$ cat config.mk
export PLATFORM = sky130hd
export DESIGN_NAME = alu_share_arbiter_flat
export DESIGN_NICKNAME = d
export VERILOG_FILES = /design/src/rtl/alu_share_arbiter_if.sv /design/src/rtl/alu_share_arbiter.sv /design/src/flat_wrapper.sv
export SDC_FILE = /design/constraint.sdc
export NUM_CORES = 1
export LEC_CHECK = 0
export BUFFER_PORTS_ARGS = -buffer_cell sky130_fd_sc_hd__buf_2
export CORE_MARGIN = 2
export CORE_UTILIZATION = 50
export CTS_CLUSTER_SIZE = 25
export DETAILED_ROUTE_END_ITERATION = 16
export GPL_TIMING_DRIVEN = 0
export PLACE_DENSITY = 0.86
export SLEW_MARGIN = 15
export SYNTH_ARGS = -nofsm -noshare
export SYNTH_HDL_FRONTEND = slang
export SYNTH_SLANG_ARGS = --single-unit
$ cat constraint.sdc
create_clock -name clk -period 3.1 [get_ports clk]
set_clock_uncertainty 0.05 [all_clocks]
set_input_delay 0 -clock clk [delete_from_list [all_inputs] [get_ports clk]]
set_output_delay 0 -clock clk [all_outputs]
set_load 0.1 [all_outputs]
$ cat src/rtl/alu_share_arbiter_if.sv
// rtl/alu_share_arbiter_if.sv - per-port request/response channel of the shared ALU arbiter
// The requester drives the request side and consumes the response side.
interface alu_share_arbiter_if #(parameter int W = 8);
    logic         req_valid;
    logic         req_ready;
    logic [W-1:0] req_a;
    logic [W-1:0] req_b;
    logic [1:0]   req_op;
    logic         rsp_valid;
    logic         rsp_ready;
    logic [W:0]   rsp_data;

    modport master (
        output req_valid, req_a, req_b, req_op, rsp_ready,
        input  req_ready, rsp_valid, rsp_data
    );

    modport slave (
        input  req_valid, req_a, req_b, req_op, rsp_ready,
        output req_ready, rsp_valid, rsp_data
    );
endinterface

$ cat src/rtl/alu_share_arbiter.sv
// rtl/alu_share_arbiter.sv - round-robin sharing of one registered add/sub/pass unit between two ports
// Each port owns a one-entry result register; a full, stalled register makes its port ineligible.
module alu_share_arbiter #(
    parameter int W  = 8,
    parameter int CW = 16
) (
    input  logic                 clk,
    input  logic                 rst,
    alu_share_arbiter_if.slave   port0,
    alu_share_arbiter_if.slave   port1,
    output logic [CW-1:0]        gnt_cnt0,
    output logic [CW-1:0]        gnt_cnt1
);

    logic          rsp0_valid_q, rsp0_valid_d;
    logic          rsp1_valid_q, rsp1_valid_d;
    logic [W:0]    rsp0_data_q,  rsp0_data_d;
    logic [W:0]    rsp1_data_q,  rsp1_data_d;
    logic [CW-1:0] gnt_cnt0_q,   gnt_cnt0_d;
    logic [CW-1:0] gnt_cnt1_q,   gnt_cnt1_d;
    logic          last_grant_q, last_grant_d;

    logic elig0, elig1, grant0, grant1;

    function automatic logic [W:0] alu_f(input logic [W-1:0] a, input logic [W-1:0] b,
                                         input logic [1:0] op);
        logic [W:0] ax;
        logic [W:0] bx;
        logic [W:0] r;
        ax = {a[W-1], a};
        bx = {b[W-1], b};
        case (op)
            2'b00:   r = ax;
            2'b01:   r = bx;
            2'b10:   r = ax + bx;
            default: r = ax - bx;
        endcase
        return r;
    endfunction

    // A slot that is draining this cycle can be refilled in the same cycle.
    assign elig0  = port0.req_valid && (!rsp0_valid_q || port0.rsp_ready);
    assign elig1  = port1.req_valid && (!rsp1_valid_q || port1.rsp_ready);
    assign grant0 = elig0 && (!elig1 || last_grant_q);
    assign grant1 = elig1 && (!elig0 || !last_grant_q);

    assign port0.req_ready = grant0;
    assign port1.req_ready = grant1;
    assign port0.rsp_valid = rsp0_valid_q;
    assign port1.rsp_valid = rsp1_valid_q;
    assign port0.rsp_data  = rsp0_data_q;
    assign port1.rsp_data  = rsp1_data_q;
    assign gnt_cnt0        = gnt_cnt0_q;
    assign gnt_cnt1        = gnt_cnt1_q;

    always_comb begin
        rsp0_valid_d = rsp0_valid_q && !port0.rsp_ready;
        rsp1_valid_d = rsp1_valid_q && !port1.rsp_ready;
        rsp0_data_d  = rsp0_data_q;
        rsp1_data_d  = rsp1_data_q;
        gnt_cnt0_d   = gnt_cnt0_q;
        gnt_cnt1_d   = gnt_cnt1_q;
        last_grant_d = last_grant_q;
        if (grant0) begin
            rsp0_valid_d = 1'b1;
            rsp0_data_d  = alu_f(port0.req_a, port0.req_b, port0.req_op);
            last_grant_d = 1'b0;
            if (gnt_cnt0_q != {CW{1'b1}})
                gnt_cnt0_d = gnt_cnt0_q + CW'(1);
        end
        if (grant1) begin
            rsp1_valid_d = 1'b1;
            rsp1_data_d  = alu_f(port1.req_a, port1.req_b, port1.req_op);
            last_grant_d = 1'b1;
            if (gnt_cnt1_q != {CW{1'b1}})
                gnt_cnt1_d = gnt_cnt1_q + CW'(1);
        end
    end

    always_ff @(posedge clk) begin
        if (rst) begin
            rsp0_valid_q <= 1'b0;
            rsp1_valid_q <= 1'b0;
            rsp0_data_q  <= '0;
            rsp1_data_q  <= '0;
            gnt_cnt0_q   <= '0;
            gnt_cnt1_q   <= '0;
            last_grant_q <= 1'b1;
        end else begin
            rsp0_valid_q <= rsp0_valid_d;
            rsp1_valid_q <= rsp1_valid_d;
            rsp0_data_q  <= rsp0_data_d;
            rsp1_data_q  <= rsp1_data_d;
            gnt_cnt0_q   <= gnt_cnt0_d;
            gnt_cnt1_q   <= gnt_cnt1_d;
            last_grant_q <= last_grant_d;
        end
    end

endmodule

$ cat src/flat_wrapper.sv
// flat-port wrapper written by rule: the top's interface ports become plain ports
module alu_share_arbiter_flat 
#(
    parameter int W  = 8,
    parameter int CW = 16
)
  (clk, rst, gnt_cnt0, gnt_cnt1, port0_req_valid, port0_req_a, port0_req_b, port0_req_op, port0_rsp_ready, port0_req_ready, port0_rsp_valid, port0_rsp_data, port1_req_valid, port1_req_a, port1_req_b, port1_req_op, port1_rsp_ready, port1_req_ready, port1_rsp_valid, port1_rsp_data);
  alu_share_arbiter_if #(.W(W)) port0_i ();
  alu_share_arbiter_if #(.W(W)) port1_i ();
  input  logic clk;
  input  logic rst;
  output logic [CW-1:0] gnt_cnt0;
  output logic [CW-1:0] gnt_cnt1;
  input wire logic [$bits(port0_i.req_valid)-1:0] port0_req_valid;
  input wire logic [$bits(port0_i.req_a)-1:0] port0_req_a;
  input wire logic [$bits(port0_i.req_b)-1:0] port0_req_b;
  input wire logic [$bits(port0_i.req_op)-1:0] port0_req_op;
  input wire logic [$bits(port0_i.rsp_ready)-1:0] port0_rsp_ready;
  output wire logic [$bits(port0_i.req_ready)-1:0] port0_req_ready;
  output wire logic [$bits(port0_i.rsp_valid)-1:0] port0_rsp_valid;
  output wire logic [$bits(port0_i.rsp_data)-1:0] port0_rsp_data;
  input wire logic [$bits(port1_i.req_valid)-1:0] port1_req_valid;
  input wire logic [$bits(port1_i.req_a)-1:0] port1_req_a;
  input wire logic [$bits(port1_i.req_b)-1:0] port1_req_b;
  input wire logic [$bits(port1_i.req_op)-1:0] port1_req_op;
  input wire logic [$bits(port1_i.rsp_ready)-1:0] port1_rsp_ready;
  output wire logic [$bits(port1_i.req_ready)-1:0] port1_req_ready;
  output wire logic [$bits(port1_i.rsp_valid)-1:0] port1_rsp_valid;
  output wire logic [$bits(port1_i.rsp_data)-1:0] port1_rsp_data;
  assign port0_i.req_valid = port0_req_valid;
  assign port0_i.req_a = port0_req_a;
  assign port0_i.req_b = port0_req_b;
  assign port0_i.req_op = port0_req_op;
  assign port0_i.rsp_ready = port0_rsp_ready;
  assign port0_req_ready = port0_i.req_ready;
  assign port0_rsp_valid = port0_i.rsp_valid;
  assign port0_rsp_data = port0_i.rsp_data;
  assign port1_i.req_valid = port1_req_valid;
  assign port1_i.req_a = port1_req_a;
  assign port1_i.req_b = port1_req_b;
  assign port1_i.req_op = port1_req_op;
  assign port1_i.rsp_ready = port1_rsp_ready;
  assign port1_req_ready = port1_i.req_ready;
  assign port1_rsp_valid = port1_i.rsp_valid;
  assign port1_rsp_data = port1_i.rsp_data;
  alu_share_arbiter #(.W(W), .CW(CW)) u_core (.clk(clk), .rst(rst), .port0(port0_i), .port1(port1_i), .gnt_cnt0(gnt_cnt0), .gnt_cnt1(gnt_cnt1));
endmodule
# Yosys cells after proc, flatten, opt, wreduce, memory -nomap -nowiden
# Cells that the tools add are included.
# classes
n_addsub,6
mul,0
div_mod_pow,0
n_lt_le_gt_ge,0
eq_ne,6
n_shift,0
n_mux,4
bitwise_logic,0
n_reduce_logical,22
# ops
op,n
$pmux 9 s3,2
$add 16x1->16 const B,2
$ne 16x16->1 const B,2
$add 8x8->9,2
$sub 8x8->9,2
$logic_not 1->1,7
$logic_and 1x1->1,6
$eq 2x1->1 const B,2
$eq 2x2->1 const B,2
$logic_not 2->1,2
$logic_or 1x1->1,4
$reduce_and 2->1,2
$mux 1,2
$reduce_or 2->1,1
# word_totals
regBits,53
latchBits,0
ram_bits,0
mem_bits_ro,0
inputBits,42
n_memories,0

# Depth between registers and ports, before layout
# Gate-level depths: netlist (run 1).
# depth
word_depth,7
ltp_mapped,11

# Worst setup path after synthesis (run 1)
# OpenSTA, ideal clock, no wires.
# synth_path
kind,register to register
start,"register u_core.rsp1_valid_q, in the netlist u_core.port1.rsp_valid"
end,"register u_core.gnt_cnt0_q[2], in the netlist u_core.gnt_cnt0[2]"
t_arrival_ps,3112
path_slack_ps,-129
stages_incl_launch_ff,8
path_buffers,1
cell_sequence,dfxtp_1 -> nor2b_1 -> o311ai_1 -> inv_1 -> clkbuf_1 -> o211ai_1 -> xor2_1 -> nor2_1
# synth_between
elab_chain_len,7
# synth_lines
item,line,source
"start, declared",alu_share_arbiter.sv:16,"logic rsp1_valid_q, rsp1_valid_d;"
"start signal, assigned",alu_share_arbiter.sv:91,rsp1_valid_q <= rsp1_valid_d;
$logic_not 1->1,alu_share_arbiter.sv:43,assign elig1 = port1.req_valid && (!rsp1_valid_q || port1.rsp_ready);
$logic_or 1x1->1,alu_share_arbiter.sv:43,
$logic_and 1x1->1,alu_share_arbiter.sv:43,
$logic_not 1->1,alu_share_arbiter.sv:44,assign grant0 = elig0 && (!elig1 || last_grant_q);
$logic_or 1x1->1,alu_share_arbiter.sv:44,
$logic_and 1x1->1,alu_share_arbiter.sv:44,
named net port0_req_ready,flat_wrapper.sv:19,output wire logic [$bits(port0_i.req_ready)-1:0] port0_req_ready;
$reduce_and 2->1 (no source line),n/a,
"end signal, assigned",alu_share_arbiter.sv:94,gnt_cnt0_q <= gnt_cnt0_d;
"end, declared",alu_share_arbiter.sv:19,"logic [CW-1:0] gnt_cnt0_q, gnt_cnt0_d;"
# The timed path passes the listed nets, and every way through them passes these cells.
# A chain may end at the register's enable or synchronous reset.

# Final worst setup path (run 1)
# layout_path
start,input port port0_req_op[0]
end,"register u_core.rsp0_data_q[8], in the netlist u_core.port0.rsp_data[8]"
# layout_between
elab_chain_len,2
elab_cells_between_ends,4
cone_classes,2 x eq/ne; 1 x mux; 1 x reduce/logical
# layout_lines
item,line,source
"start, declared",flat_wrapper.sv:17,input wire logic [$bits(port0_i.req_op)-1:0] port0_req_op;
$eq 2x2->1 (tied with other cells),alu_share_arbiter.sv:32,case (op)
$pmux 9 s3 (*),alu_share_arbiter.sv:32,
"end signal, assigned",alu_share_arbiter.sv:92,rsp0_data_q <= rsp0_data_d;
"end, declared",alu_share_arbiter.sv:17,"logic [W:0] rsp0_data_q, rsp0_data_d;"
# Mark *: on every way between the ends. The rest lies on a longest branch, timed or not.

==> run metrics, run 1 <==
routing usage on met3 0.0354; setup TNS 0 ns; Hold WS 0.0161 ns; hold_buf cts 2; nature of the critical path endpoint flip-flop; hold depth 3; Pwr Density 445 nW/um^2; status complete, no violations; Die X between 80 and 90 um; pin count of the biggest net entering global routing 16; clk buf depth 2; total number of vias 3806; # setup viols final 0; sequential area share after synthesis 0.297; area of the die 7850 um^2; # port buffers 94; # fillers 604; first-pass GRT wire length 15500 um; Post-Syn Nets around 500; critical-path maximum fanout 8; Pins Over Slew Limit 0; worst path arrival time between 2 and 3 ns; die height 88.6 um; post-CTS setup buffers 0; DR pass1 iterations 5; CP Buf/Inv Count 2; Seq cells post-synth 53; Initial Util 0.521; synth top area cells dfxtp_1, ha_1, a21oi_1, xor2_1, nor2_1; post-route ant nets 0; gr busiest metal met2; Syn Std Cell Area 3580 um^2; period utilization 0.850; post_cts resized 0; H-tree levels 2; cell family contributing the most delay on the critical path compound AO/OA/AOI/OAI gates; Worst Reg-to-Reg Cells 6; worst min-delay path category in2reg; Slew @ Worst Pin 1.03 ns; Crit path depth 10; Post-synth EDFFs 0; Achievable Freq 379 MHz; Synth warnings 0; Worst setup SP type primary input; Initial DRC Count 168; # diodes 0; Critical Path Start port0_req_op[0]; Leakage 1.83 nW; CP max stage delay between 0.4 and 0.5 ns; average wire per standard cell 14.9 um; Clk pin slew, worst setup/hold paths roughly 0.090 ns; Max VDD drop between 0.0002 and 0.00025 V; Synth top area share 0.297; top_reg_cell synth dfxtp_1; Avg Inst Size Synth 8.10 um^2; Yosys cell types 46; met2 usage 0.431; Rows 30; CP Data Required Time 3.25 ns; CTS tree done; crit path cell chain buf_2 -> nor2b_1 -> clkbuf_1 -> mux2_2 -> fa_1 -> a211oi_1 -> o21ai_0 -> a31o_2 -> or4b_1 -> o311ai_1; Area Growth Syn to Fin 20.3%; final hold violations 0; post-synthesis cell count 442; M1 GR Usage 0.302; core region area a little under 7000 um^2; CTS Root Cell clkbuf_8; RSZ-0062 raised after global routing false; critical path start-end classification in2reg; post-DP HPWL 7560 um; Clock Latency Late Sink 0.30 ns; CTS Sinks 53; asr flop ratio synth 0; FF-to-FF Start u_core.gnt_cnt1[4]$_SDFFE_PP0P_; GPL Wtd Cong ~0.95; Reg area 1060 um^2; Overall Global Routing Usage 0.245; DRC errors left 0; area of the multi-input gates approximately 2400 um^2; max_slew headroom 0.302; DR vias/cell 5.93; max cap viols 0; post-route minimum period 2.64 ns; Final Net Count 610; hold path startpoint port0_rsp_ready; CP max-delay cell fa_1; vias in the first global route 3495; number of buffers created by CTS 5; final WL around 9600 um; cell taking the most area after synthesis dfxtp_1; gr ovfl total 0; share of layout cells above drive strength 1 0.196; most common cell after layout, fill and taps aside buf_2; initial antenna violation count 0; most frequent cells in the layout buf_2, dfxtp_1, nor2_1; Ports 96
-- state kept, by name (all words and copies together) (netlist names) --
signal	count
u_core.gnt_cnt0	16
u_core.last_grant_q	1
u_core.port1.rsp_data	9
u_core.port1.rsp_valid	1
u_core.gnt_cnt1	16
u_core.port0.rsp_valid	1
u_core.port0.rsp_data	9
-- synth_stat cells (2+ instances only) --
| cell type | n |
|---|---|
| and4_1 | 3 |
| or3_1 | 6 |
| a31o_2 | 2 |
| nor3_1 | 10 |
| mux2i_1 | 14 |
| o211ai_1 | 6 |
| dfxtp_1 | 53 |
| a31oi_1 | 5 |
| o21ai_0 | 23 |
| o311ai_1 | 2 |
| or4b_1 | 3 |
| o21bai_1 | 3 |
| o41ai_1 | 4 |
| and3_1 | 7 |
| a211oi_1 | 14 |
| clkbuf_1 | 17 |
| nor2_1 | 42 |
| nor4_1 | 7 |
| clkinv_1 | 2 |
| a311o_1 | 2 |
| ha_1 | 21 |
| nand2b_1 | 7 |
| a211o_1 | 4 |
| mux2_2 | 2 |
| xor2_1 | 20 |
| xnor2_1 | 14 |
| o31ai_1 | 8 |
| inv_1 | 12 |
| nor4b_1 | 4 |
| fa_1 | 2 |
| nand4_1 | 8 |
| a21oi_1 | 38 |
| or4_1 | 8 |
| nor2b_1 | 13 |
| nand2_1 | 27 |
| a21o_1 | 4 |
| nand3_1 | 16 |
-- layer usage --
layer / up-vias / part of all wire
met2: 162 / 0.49
met5: - / 0
met3: 27 / 0.056
met4: 0 / 0.024
met1: 1762 / 0.43
li1: 1855 / -
-- area by class of cell --
type                            instances  area share
Buffer                                 19      0.0171
Clock buffer                            7      0.0200
Clock inverter                          1     0.00697
Inverter                               14      0.0122
Multi-Input combinational cell        356       0.555
Sequential cell                        53       0.246
Tap cell                               96      0.0279
Timing Repair Buffer                   96       0.114
-- stage by stage --
| stage | power (mW) | std cells | cell area (um^2) | setup slack (ns) | util |
|---|---|---|---|---|---|
| 6_report | 1.92 | 642 | 4310 | 0.464 | 0.627 |
| 5_1_grt | 2.01 | 642 | 4310 | 0.312 | 0.627 |
| 4_1_cts | 1.92 | 642 | 4310 | 0.493 | 0.627 |
| 3_5_place_dp | 1.44 | 632 | 4170 | 0.190 | 0.607 |
| 3_3_place_gp | 1.42 | 632 | 4170 | 0.252 | 0.607 |
| 2_1_floorplan | 1.29 | 442 | 3580 | 0.154 | - |
-- worst paths after layout --
check / to / slack (ns)
worst max-delay path: u_core.port0.rsp_data[8]$_SDFFE_PP0P_ / 0.46
worst min-delay path: u_core.port0.rsp_valid$_SDFF_PP0_ / 0.02
worst max register to register: u_core.gnt_cnt1[3]$_SDFFE_PP0P_ / 0.63
worst min register to register: u_core.port0.rsp_data[0]$_SDFFE_PP0P_ / 0.41
-- kinds of logic after synthesis --
group,count (synthesis),synth area share
simple gates,164,0.243
compound gates,119,0.213
flops,53,0.297
xor+xnor,34,0.0832
buf+inv,33,0.0350
fa+ha+maj,23,0.0846
mux,16,0.0455
-- worst min-delay path, cell delays in order --
cell      delay (ns)
buf_2           0.07
nand2b_1        0.16
a21oi_1         0.08
-- report_power, final --
group | internal (mW) | total [mW] | switching [mW] | leakage [nW]
Sequential | 0.713 | 0.739 | 0.0251 | 0.431
Clock | 0.263 | 0.479 | 0.216 | 0.0585
Combinational | 0.199 | 0.698 | 0.500 | 1.34
Total | 1.18 | 1.92 | 0.740 | 1.83
No activity file was read; power rests on OpenSTA's default activity.
==> run 2: changes to the inputs <==
--- a/config.mk
+++ b/config.mk
@@ -5,7 +5,7 @@
 export SDC_FILE = /design/constraint.sdc
 export NUM_CORES = 1
 export LEC_CHECK = 0
-export BUFFER_PORTS_ARGS = -buffer_cell sky130_fd_sc_hd__buf_2
+export BUFFER_PORTS_ARGS = -buffer_cell sky130_fd_sc_hd__buf_4
 export CORE_MARGIN = 2
 export CORE_UTILIZATION = 50
 export CTS_CLUSTER_SIZE = 25
==> run 2 against run 1 <==
Effect of this change:
- final area grew 4.7%
- hold slack improved by 0.010 ns
- combinational power increased by 4.6%
- clock-buffer cell count shrank 1
- non-clock buffer count is the same
- register-to-register slack worse by 0.14 ns
==> run metrics, run 2 (synthesis gave the netlist of run 1 again) <==
Area Growth Syn to Fin 26.0% (was 20.3%); CTS Root Cell clkbuf_8 (unchanged); DR pass1 iterations 6 (was 5); initial antenna violation count 0 (unchanged); pre-CTS WS 0.163 ns (was 0.190 ns); core region area 6870 um^2 (unchanged); final hold violations 0 (unchanged); # setup viols final 0 (unchanged); Clk pin slew, worst setup/hold paths 0.10 ns (was 0.09 ns); DR WL met3 509 um (was 541 um); die height 88.6 um (unchanged); most frequent cells in the layout buf_4, dfxtp_1, nor2_1 (was buf_2, dfxtp_1, nor2_1); Leakage 1.85 nW (was 1.83 nW); first-pass GRT wire length 16300 um (was 15500 um); # port buffers 94 (unchanged); clock group share of total power 0.203 (was 0.250); Final Net Count 610 (unchanged); post-route minimum period 2.67 ns (was 2.64 ns); Slew @ Worst Pin 1.07 ns (was 1.03 ns); pin count of the biggest net entering global routing 16 (unchanged); RSZ-0062 raised after global routing false (unchanged); switching portion of total power 0.402 (was 0.386); Die X 88.6 um (unchanged); Final Worst Setup Slack 0.432 ns (was 0.464 ns); max cap viols 0 (unchanged); setup TNS 0 ns (unchanged); share of layout cells above drive strength 1 0.196 (unchanged); Initial Util 0.521 (unchanged); hold depth 3 (unchanged); Max VDD drop 0.000240 V (was 0.000201 V); total net switching power 743 uW (was 740 uW); period utilization 0.861 (was 0.850); Highest Signal Layer met4 (unchanged); Rows 30 (unchanged); final WL 9890 um (was 9580 um); r2r setup slk 0.49 ns (was 0.63 ns); status complete, no violations (unchanged); CP Data Required Time 3.26 ns (was 3.25 ns); total number of vias 3843 (was 3806); nature of the critical path endpoint flip-flop (unchanged); Worst Reg-to-Reg Cells 6 (unchanged); # fillers 589 (was 604); sequential power share 0.401 (was 0.385); post-DP HPWL 7790 um (was 7560 um); Critical Path Start port0_req_op[0] (unchanged); average wire per standard cell 15.4 um (was 14.9 um); Worst R2R End u_core.gnt_cnt1[3]$_SDFFE_PP0P_ (unchanged); Pwr Density 409 nW/um^2 (was 445 nW/um^2); FF-to-FF Start u_core.gnt_cnt1[4]$_SDFFE_PP0P_ (unchanged); Achievable Freq 375 MHz (was 379 MHz); post-route ant nets 0 (unchanged); CTS tree done (unchanged); area of the die 7850 um^2 (unchanged); most common cell after layout, fill and taps aside buf_4 (was buf_2); post-CTS setup buffers 0 (unchanged); Clock Latency Late Sink 0.30 ns (about the same); number of buffers created by CTS 5 (unchanged); H-tree levels 2 (unchanged); worst path arrival time 2.83 ns (was 2.79 ns); post_cts resized 0 (unchanged); DRC errors left 0 (unchanged); DR vias/cell 5.99 (was 5.93); # diodes 0 (unchanged); critical-path maximum fanout 8 (unchanged); Worst setup SP type primary input (unchanged); max_slew headroom 0.281 (was 0.302); Cell Int Power 1.10 mW (was 1.18 mW); clk buf depth 2 (unchanged); hold path startpoint port0_rsp_ready (unchanged); GPL Wtd Cong 0.939 (was 0.951); gr ovfl total 0 (unchanged); critical path start-end classification in2reg (unchanged); Ports 96 (unchanged); Initial DRC Count 166 (was 168); Overall Global Routing Usage 0.255 (was 0.245); Pins Over Slew Limit 0 (unchanged); Comb pwr share 0.396 (was 0.365); worst min-delay path category in2reg (unchanged); CTS Sinks 53 (unchanged); met2 WL post-DR 4930 um (was 4710 um); Met1 Wirelength 4220 um (was 4100 um); vias in the first global route 3640 (was 3495); Hold Path Sink u_core.port0.rsp_valid$_SDFF_PP0_ (unchanged)
-- run 2: cell count changes in the layout (fill, tap and decap cells not counted), sizes merged --
cell    previous run  this run
clkinv             2         4
bufinv             1         0
clkbuf            24        23
-- run 2: metal layers --
metal / global-route usage / vias up
met2: 0.451 / 151
met3: 0.0364 / 24
met4: 0.0758 / 0
met1: 0.322 / 1816
met5: 0 / -
li1: - / 1852
-- run 2: how the worst max path moves through the flow --
| stage | endpoint | cells after the start |
|---|---|---|
| 2_1_floorplan | u_core.gnt_cnt1[1]$_SDFFE_PP0P_ | 6 |
| 3_3_place_gp | u_core.port0.rsp_data[8]$_SDFFE_PP0P_ | 10 |
| 6_report | u_core.port0.rsp_data[8]$_SDFFE_PP0P_ | 10 |
| 3_5_place_dp | u_core.port0.rsp_data[8]$_SDFFE_PP0P_ | 10 |
| 4_1_cts | u_core.port0.rsp_data[8]$_SDFFE_PP0P_ | 10 |
| 5_1_grt | u_core.port0.rsp_data[8]$_SDFFE_PP0P_ | 10 |
-- run 2: final cells by class --
type	instances	area, um^2	area share
buffer	19	73.8	0.0164
clock inverter	2	10.0	0.00222
timing repair buffer	96	726	0.161
multi-input combinational	356	2390	0.531
sequential	53	1060	0.235
clock buffer	6	72.6	0.0161
inverter	14	52.6	0.0117
tap	96	120	0.0266
-- run 2: worst max-delay path: stages --
cell and delay (ns):
buf_4 0.12, nor2b_1 0.12, clkbuf_1 0.33, mux2_2 0.42, fa_1 0.46, a211oi_1 0.41, o21ai_0 0.16, a31o_2 0.28
or4b_1 0.46, o311ai_1 0.08
-- run 2: power groups by stage --
stage,Combinational [mW],Sequential (mW),Clock [mW]
floorplan,0.314,0.975,0
global placement,0.704,0.754,0
detailed placement,0.724,0.755,0
CTS,0.727,0.740,0.375
global route,0.786,0.744,0.407
finish,0.730,0.741,0.374
-- run 2: per-stage QoR --
step / hold WS [ns] / power, mW / utilization / instances / instance area [um^2]
2_1_floorplan: 0.138 / 1.29 / - / 442 / 3580
3_3_place_gp: 0.260 / 1.46 / 0.641 / 632 / 4410
3_5_place_dp: 0.274 / 1.48 / 0.641 / 632 / 4410
4_1_cts: 0.0290 / 1.84 / 0.656 / 642 / 4510
5_1_grt: 0.0300 / 1.94 / 0.656 / 642 / 4510
6_report: 0.0262 / 1.84 / 0.656 / 642 / 4510
-- run 2: repair_timing --
item	CTS	global route
setup endpoints to repair	0	0
hold buffers	2	0
endpoints found under the hold margin	2	0
